[src/rtl/mem_sel_pkg.sv]
// Shared types and HOP word layout helpers for the module/sector select sequencer.
// The HOP word holds an instruction half (ISECT, IMOD, DUPI) below a data half (DSECT, DMOD, DUPD).
package mem_sel_pkg;

    localparam int MOD_W_MAX  = 8;
    localparam int SECT_W_MAX = 16;

    typedef enum logic [1:0] {
        IDLE  = 2'd0,
        SETUP = 2'd1,
        READ  = 2'd2,
        ACK   = 2'd3
    } state_t;

    // Fields are sized for the largest supported configuration; narrower ones are zero-extended.
    typedef struct packed {
        logic                  dup;
        logic [MOD_W_MAX-1:0]  mod;
        logic [SECT_W_MAX-1:0] sect;
    } sel_reg_t;

    function automatic int mod_w(input int n_mod);
        return $clog2(n_mod);
    endfunction

    function automatic int half_w(input int n_mod, input int sect_w);
        return mod_w(n_mod) + sect_w + 1;
    endfunction

    function automatic int hop_w(input int n_mod, input int sect_w);
        return 2 * half_w(n_mod, sect_w);
    endfunction

    function automatic int sect_off(input int n_mod, input int sect_w, input bit data);
        return data ? half_w(n_mod, sect_w) : 0;
    endfunction

    function automatic int mod_off(input int n_mod, input int sect_w, input bit data);
        return sect_off(n_mod, sect_w, data) + sect_w;
    endfunction

    function automatic int dup_off(input int n_mod, input int sect_w, input bit data);
        return mod_off(n_mod, sect_w, data) + mod_w(n_mod);
    endfunction

endpackage

[src/rtl/mem_mod_decode.sv]
// Combinational module decoder: produces active-low selects for one module,
// or for the even/odd module pair containing it when duplex is requested.
module mem_mod_decode #(
    parameter int N_MOD = 8
) (
    input  logic [$clog2(N_MOD)-1:0] mod,
    input  logic                     dup,
    output logic [N_MOD-1:0]         sel_n
);

    localparam int MOD_W = $clog2(N_MOD);

    // Forcing the LSB high on both sides makes a module match its duplex partner.
    always_comb begin
        sel_n = '1;
        for (int i = 0; i < N_MOD; i++) begin
            sel_n[i] = dup ? ((MOD_W'(i) | MOD_W'(1)) != (mod | MOD_W'(1)))
                           : (MOD_W'(i) != mod);
        end
    end

endmodule

[src/rtl/mem_sel_seq.sv]
// Memory module/sector select sequencer: loads instruction/data select registers from a
// bit-serial HOP word and runs a setup/read/acknowledge sequence for each access.
module mem_sel_seq
    import mem_sel_pkg::*;
#(
    parameter int N_MOD     = 8,
    parameter int SECT_W    = 4,
    parameter int SETUP_CYC = 2,
    parameter int READ_CYC  = 3
) (
    input  logic              clk,
    input  logic              reset,
    input  logic              hop_bit,
    input  logic              hop_shift,
    input  logic              hop_load,
    input  logic              acc_req,
    input  logic              acc_data,
    output logic [N_MOD-1:0]  msel_n,
    output logic [SECT_W-1:0] sect,
    output logic              rden,
    output logic              acc_ack,
    output logic              busy
);

    localparam int MOD_W   = mod_w(N_MOD);
    localparam int HOP_W   = hop_w(N_MOD, SECT_W);
    localparam int MAX_CYC = (SETUP_CYC > READ_CYC) ? SETUP_CYC : READ_CYC;
    localparam int CNT_W   = $clog2(MAX_CYC) + 1;

    localparam int I_SECT = sect_off(N_MOD, SECT_W, 1'b0);
    localparam int I_MOD  = mod_off(N_MOD, SECT_W, 1'b0);
    localparam int I_DUP  = dup_off(N_MOD, SECT_W, 1'b0);
    localparam int D_SECT = sect_off(N_MOD, SECT_W, 1'b1);
    localparam int D_MOD  = mod_off(N_MOD, SECT_W, 1'b1);
    localparam int D_DUP  = dup_off(N_MOD, SECT_W, 1'b1);

    logic [HOP_W-1:0] sr;
    sel_reg_t         ireg;
    sel_reg_t         dreg;
    sel_reg_t         hop_i;
    sel_reg_t         hop_d;
    sel_reg_t         next_sel;
    logic             pending;
    state_t           state;
    logic [CNT_W-1:0] cnt;
    logic [N_MOD-1:0] dec_n;

    // A load in the same cycle as a request bypasses the registers so the access sees the new word.
    always_comb begin
        hop_i = '{dup:  sr[I_DUP],
                  mod:  MOD_W_MAX'(sr[I_MOD +: MOD_W]),
                  sect: SECT_W_MAX'(sr[I_SECT +: SECT_W])};
        hop_d = '{dup:  sr[D_DUP],
                  mod:  MOD_W_MAX'(sr[D_MOD +: MOD_W]),
                  sect: SECT_W_MAX'(sr[D_SECT +: SECT_W])};
        if (acc_data) begin
            next_sel = hop_load ? hop_d : dreg;
        end else begin
            next_sel = hop_load ? hop_i : ireg;
        end
    end

    mem_mod_decode #(
        .N_MOD (N_MOD)
    ) u_decode (
        .mod   (MOD_W'(next_sel.mod)),
        .dup   (next_sel.dup),
        .sel_n (dec_n)
    );

    // Selects and sector are captured once on entry to SETUP and held until the access ends,
    // so the select registers may change underneath without disturbing the access.
    always_ff @(posedge clk or posedge reset) begin
        if (reset) begin
            sr      <= '0;
            ireg    <= '0;
            dreg    <= '0;
            pending <= 1'b0;
            state   <= IDLE;
            cnt     <= '0;
            msel_n  <= '1;
            sect    <= '0;
            rden    <= 1'b0;
            acc_ack <= 1'b0;
            busy    <= 1'b0;
        end else begin
            if (hop_shift) begin
                sr <= {hop_bit, sr[HOP_W-1:1]};
            end
            case (state)
                IDLE: begin
                    if (hop_load) begin
                        ireg <= hop_i;
                        dreg <= hop_d;
                    end
                    if (acc_req) begin
                        state  <= SETUP;
                        cnt    <= CNT_W'(SETUP_CYC - 1);
                        msel_n <= dec_n;
                        sect   <= SECT_W'(next_sel.sect);
                        busy   <= 1'b1;
                    end
                end
                SETUP: begin
                    if (hop_load) begin
                        pending <= 1'b1;
                    end
                    if (cnt == '0) begin
                        state <= READ;
                        cnt   <= CNT_W'(READ_CYC - 1);
                        rden  <= 1'b1;
                    end else begin
                        cnt <= cnt - CNT_W'(1);
                    end
                end
                READ: begin
                    if (hop_load) begin
                        pending <= 1'b1;
                    end
                    if (cnt == '0) begin
                        state   <= ACK;
                        rden    <= 1'b0;
                        acc_ack <= 1'b1;
                    end else begin
                        cnt <= cnt - CNT_W'(1);
                    end
                end
                ACK: begin
                    // A load arriving in the ACK cycle itself is honoured on this same edge.
                    if (pending || hop_load) begin
                        ireg <= hop_i;
                        dreg <= hop_d;
                    end
                    pending <= 1'b0;
                    state   <= IDLE;
                    acc_ack <= 1'b0;
                    busy    <= 1'b0;
                    msel_n  <= '1;
                end
                default: begin
                    state <= IDLE;
                end
            endcase
        end
    end

endmodule

[config.mk]
export PLATFORM = sky130hd
export DESIGN_NAME = mem_sel_seq
export DESIGN_NICKNAME = d
export VERILOG_FILES = /design/src/rtl/mem_sel_pkg.sv /design/src/rtl/mem_mod_decode.sv /design/src/rtl/mem_sel_seq.sv
export SDC_FILE = /design/constraint.sdc
export NUM_CORES = 1
export LEC_CHECK = 0
export ABC_AREA = 1
export CORE_UTILIZATION = 35
export DETAILED_ROUTE_END_ITERATION = 12
export HOLD_SLACK_MARGIN = 0.08
export MAX_ROUTING_LAYER = met4
export PLACE_DENSITY_LB_ADDON = 0.25
export SYNTH_ARGS = -nofsm -noshare
export SYNTH_HDL_FRONTEND = slang
export SYNTH_HIERARCHICAL = 1
export SYNTH_SLANG_ARGS = --single-unit
[constraint.sdc]
create_clock -name clk -period 1.57 [get_ports clk]
set_clock_uncertainty 0.05 [all_clocks]
set_input_delay 0.314 -clock clk [delete_from_list [all_inputs] [get_ports clk]]
set_output_delay 0.314 -clock clk [all_outputs]
set_load 0.02 [all_outputs]
==> results.ini <==
[drt]
dr.pass1.iters=4
routed_wl_mm=5.62
drt_iter0_drc=143
postRouteAntennaNets=0
post_drt_wl_per_cell_um=11.5
vias_per_cell=4.65
drc=0
vias=2265

[synth]
yosys_warnings=6
ys_types=20
syn-cell-area_um2=2690
synthTopCellsByArea=dfrtp_1 (42%), nand2_1 (18%), dfstp_2 (7.8%), nand3_1 (6.5%), inv_1 (5.2%)
netlist_top_cells_count=nand2_1 (126), dfrtp_1 (45), inv_1 (37)
syn_inst=355
synth_edf_count=0
synthesis.nets=368
yosysMostFrequentCell=nand2_1
synth.top_cell.area_share=0.419
avgSynthCellArea_um2=7.58
synth_top_area_cell=dfrtp_1
synthArstFlopShare=1.00
seq_area_frac_synth=0.497
ys_ff_latch=53
synth_flop_cell=dfrtp_1

[cells_and_area]
syn2layout_area_growth_pct=20.2
fin_nets=400
diodes=0
final_layout_size_suffix_gt1_frac=0.106
postLayoutCellArea_um2=3230
fin_util=0.441
layoutNonFillerInstCount=487

[grt]
grt_pass1_vias=2130
grt_use_total=0.159
grt_max_degree=36
grt_pass1_wl_mm=9.61
grt-ovfl-total=0
antenna_found_initial=0

[die]
dieHeight_um=89.7
core-area_um2=7330
start_util=0.367
placementRows=31
die_x_um=89.7
die_area_um2=8040
ios=22

[placed_design]
dpl.cell_count=478
port-buffer-count=21
dp_hpwl_mm=4.09
place_area_um2=3130
place_congestion=0.815

[clock_tree]
cts_tree=done
h-tree-depth=2
clkTransAtPathRegs_ns=0.10
root_buffer=clkbuf_8
clock_sinks=53
clk-insertion-delay-late_ns=0.30
numCtsBuffers=5
cts_buffer_depth=2

[sta]
maxSlewViolCount=0
hold_viol=0
setup_violations=0
fmax_ghz=0.659
worst_pin_slew_ns=0.380
slew_headroom=0.747
tns_ns=0
rsz0062_at_grt=no
fin_crit_ns=1.52
fin_crit_sh=0.967

[setup_path]
critPathTopFamily=flip-flops
path_cells=dlygate4sd2_1
start_kind=register
worst-path-buf-inv=1
crit_path_top_delay_cell=dfstp_2
cp_max_fo=2
arrival_ns=1.15
cp-end-kind=primary output
required_ns=1.21
critPathKind=register to primary output
critPathMaxStageDelay_ns=0.54

[power_and_ir_drop]
pwr-share-clk=0.132
pwr-share-seq=0.374
power.density_nw_per_um2=1830
combPwrFrac=0.494
netSwitchingFraction=0.424
power.leakage_nw=1.67
power_mw=5.93
ir_worst_vdd_uv=561
p_int_mw=3.42
switching_power_mw=2.51

[status]
status=finished clean

[worst_hold_path]
holdCritPathClass=input port to async pin

[job]
max_cap_violations=0

## metrics by stage
step                setup WS [ns]  hold WS [ns]
floorplan                  0.0985         0.322
global placement           -0.313         0.413
detailed placement         -0.360         0.412
CTS                        0.0173         0.224
global route            0.0000377         0.244
finish                     0.0515         0.222
## placed cells by master (no fill, tap or decap), types with 2 or more instances in the layout
cell | netlist | layout
nand2_1 | 126 | 126
dfrtp_1 | 45 | 45
inv_1 | 37 | 36
nand3_1 | 35 | 35
nor2_1 | 34 | 33
o21ai_0 | 27 | 26
buf_4 | 0 | 12
dlygate4sd2_1 | 0 | 11
o211ai_1 | 8 | 8
dfstp_2 | 8 | 8
a21oi_1 | 6 | 6
clkbuf_8 | 0 | 6
clkdlybuf4s15_1 | 0 | 5
ha_1 | 6 | 4
clkdlybuf4s50_1 | 0 | 4
buf_12 | 0 | 4
mux2i_1 | 4 | 3
inv_2 | 3 | 2
o21ai_1 | 1 | 2
ha_2 | 0 | 2
## state kept, by name (all words and copies together) (netlist names), 2 cells and up
name    flops
dreg        8
msel_n      8
ireg        8
sect        4
cnt         3
state       2
sr         16
## what timing repair did
| item | CTS | global route |
|---|---|---|
| pin swaps | 0 | 0 |
| endpoints found under the setup margin | 29 | 34 |
| resized for setup | 18 | 10 |
| buffers inserted | 1 | 0 |
| hold buffers | 0 | 0 |
## power by group through the flow
stage / sequential [mW] / clock, mW / combinational, mW
2_1_floorplan: 2.43 / 0 / 1.85
3_3_place_gp: 2.24 / 0 / 2.98
3_5_place_dp: 2.25 / 0 / 3.02
4_1_cts: 2.22 / 0.816 / 2.93
5_1_grt: 2.29 / 0.868 / 3.34
6_report: 2.22 / 0.784 / 2.93
## worst paths after layout
kind,startpoint,endpoint,slack [ns],cells past startpoint
worst max-delay path,msel_n[7]$_DFFE_PP1P_,msel_n[7],0.05,1
worst min-delay path,reset,state[1]$_DFFE_PP0P_,0.22,2
worst max register to register,state[1]$_DFFE_PP0P_,sect[2]$_DFFE_PP0P_,0.10,7
worst min register to register,sect[2]$_DFFE_PP0P_,sect[2]$_DFFE_PP0P_,0.43,2
max in group asynchronous,reset,msel_n[5]$_DFFE_PP1P_,0.77,3
min in group clk,sect[2]$_DFFE_PP0P_,sect[2]$_DFFE_PP0P_,0.43,2
## logic make-up after synthesis
kind of cell / Yosys count / synth area share
AOI/OAI and AO/OA: 44 / 0.0921
and+or+nand+nor: 196 / 0.291
adders and majority gates: 6 / 0.0279
muxes: 4 / 0.0149
DFF: 53 / 0.497
buffers and inverters: 52 / 0.0777
## layout make-up
class | instances | area [um^2]
well taps | 99 | 124
inverters | 40 | 156
repair buffers | 37 | 369
flip-flops and latches | 53 | 1340
clock inverters | 2 | 8.76
clock buffers | 6 | 82.6
fillers | 733 | 4100
multi-input cells | 250 | 1160
## routing by layer
| layer | GRT usage | vias up | wire length, um | share of wire |
|---|---|---|---|---|
| li1 | - | 1181 | - | - |
| met1 | 0.214 | 1044 | 2850 | 0.51 |
| met2 | 0.253 | 38 | 2560 | 0.45 |
| met3 | 0.0274 | 2 | 192 | 0.034 |
| met4 | 0.0303 | 0 | 24 | 0.0043 |
| met5 | - | - | 0 | 0 |
(Power assumes the default switching activity.)
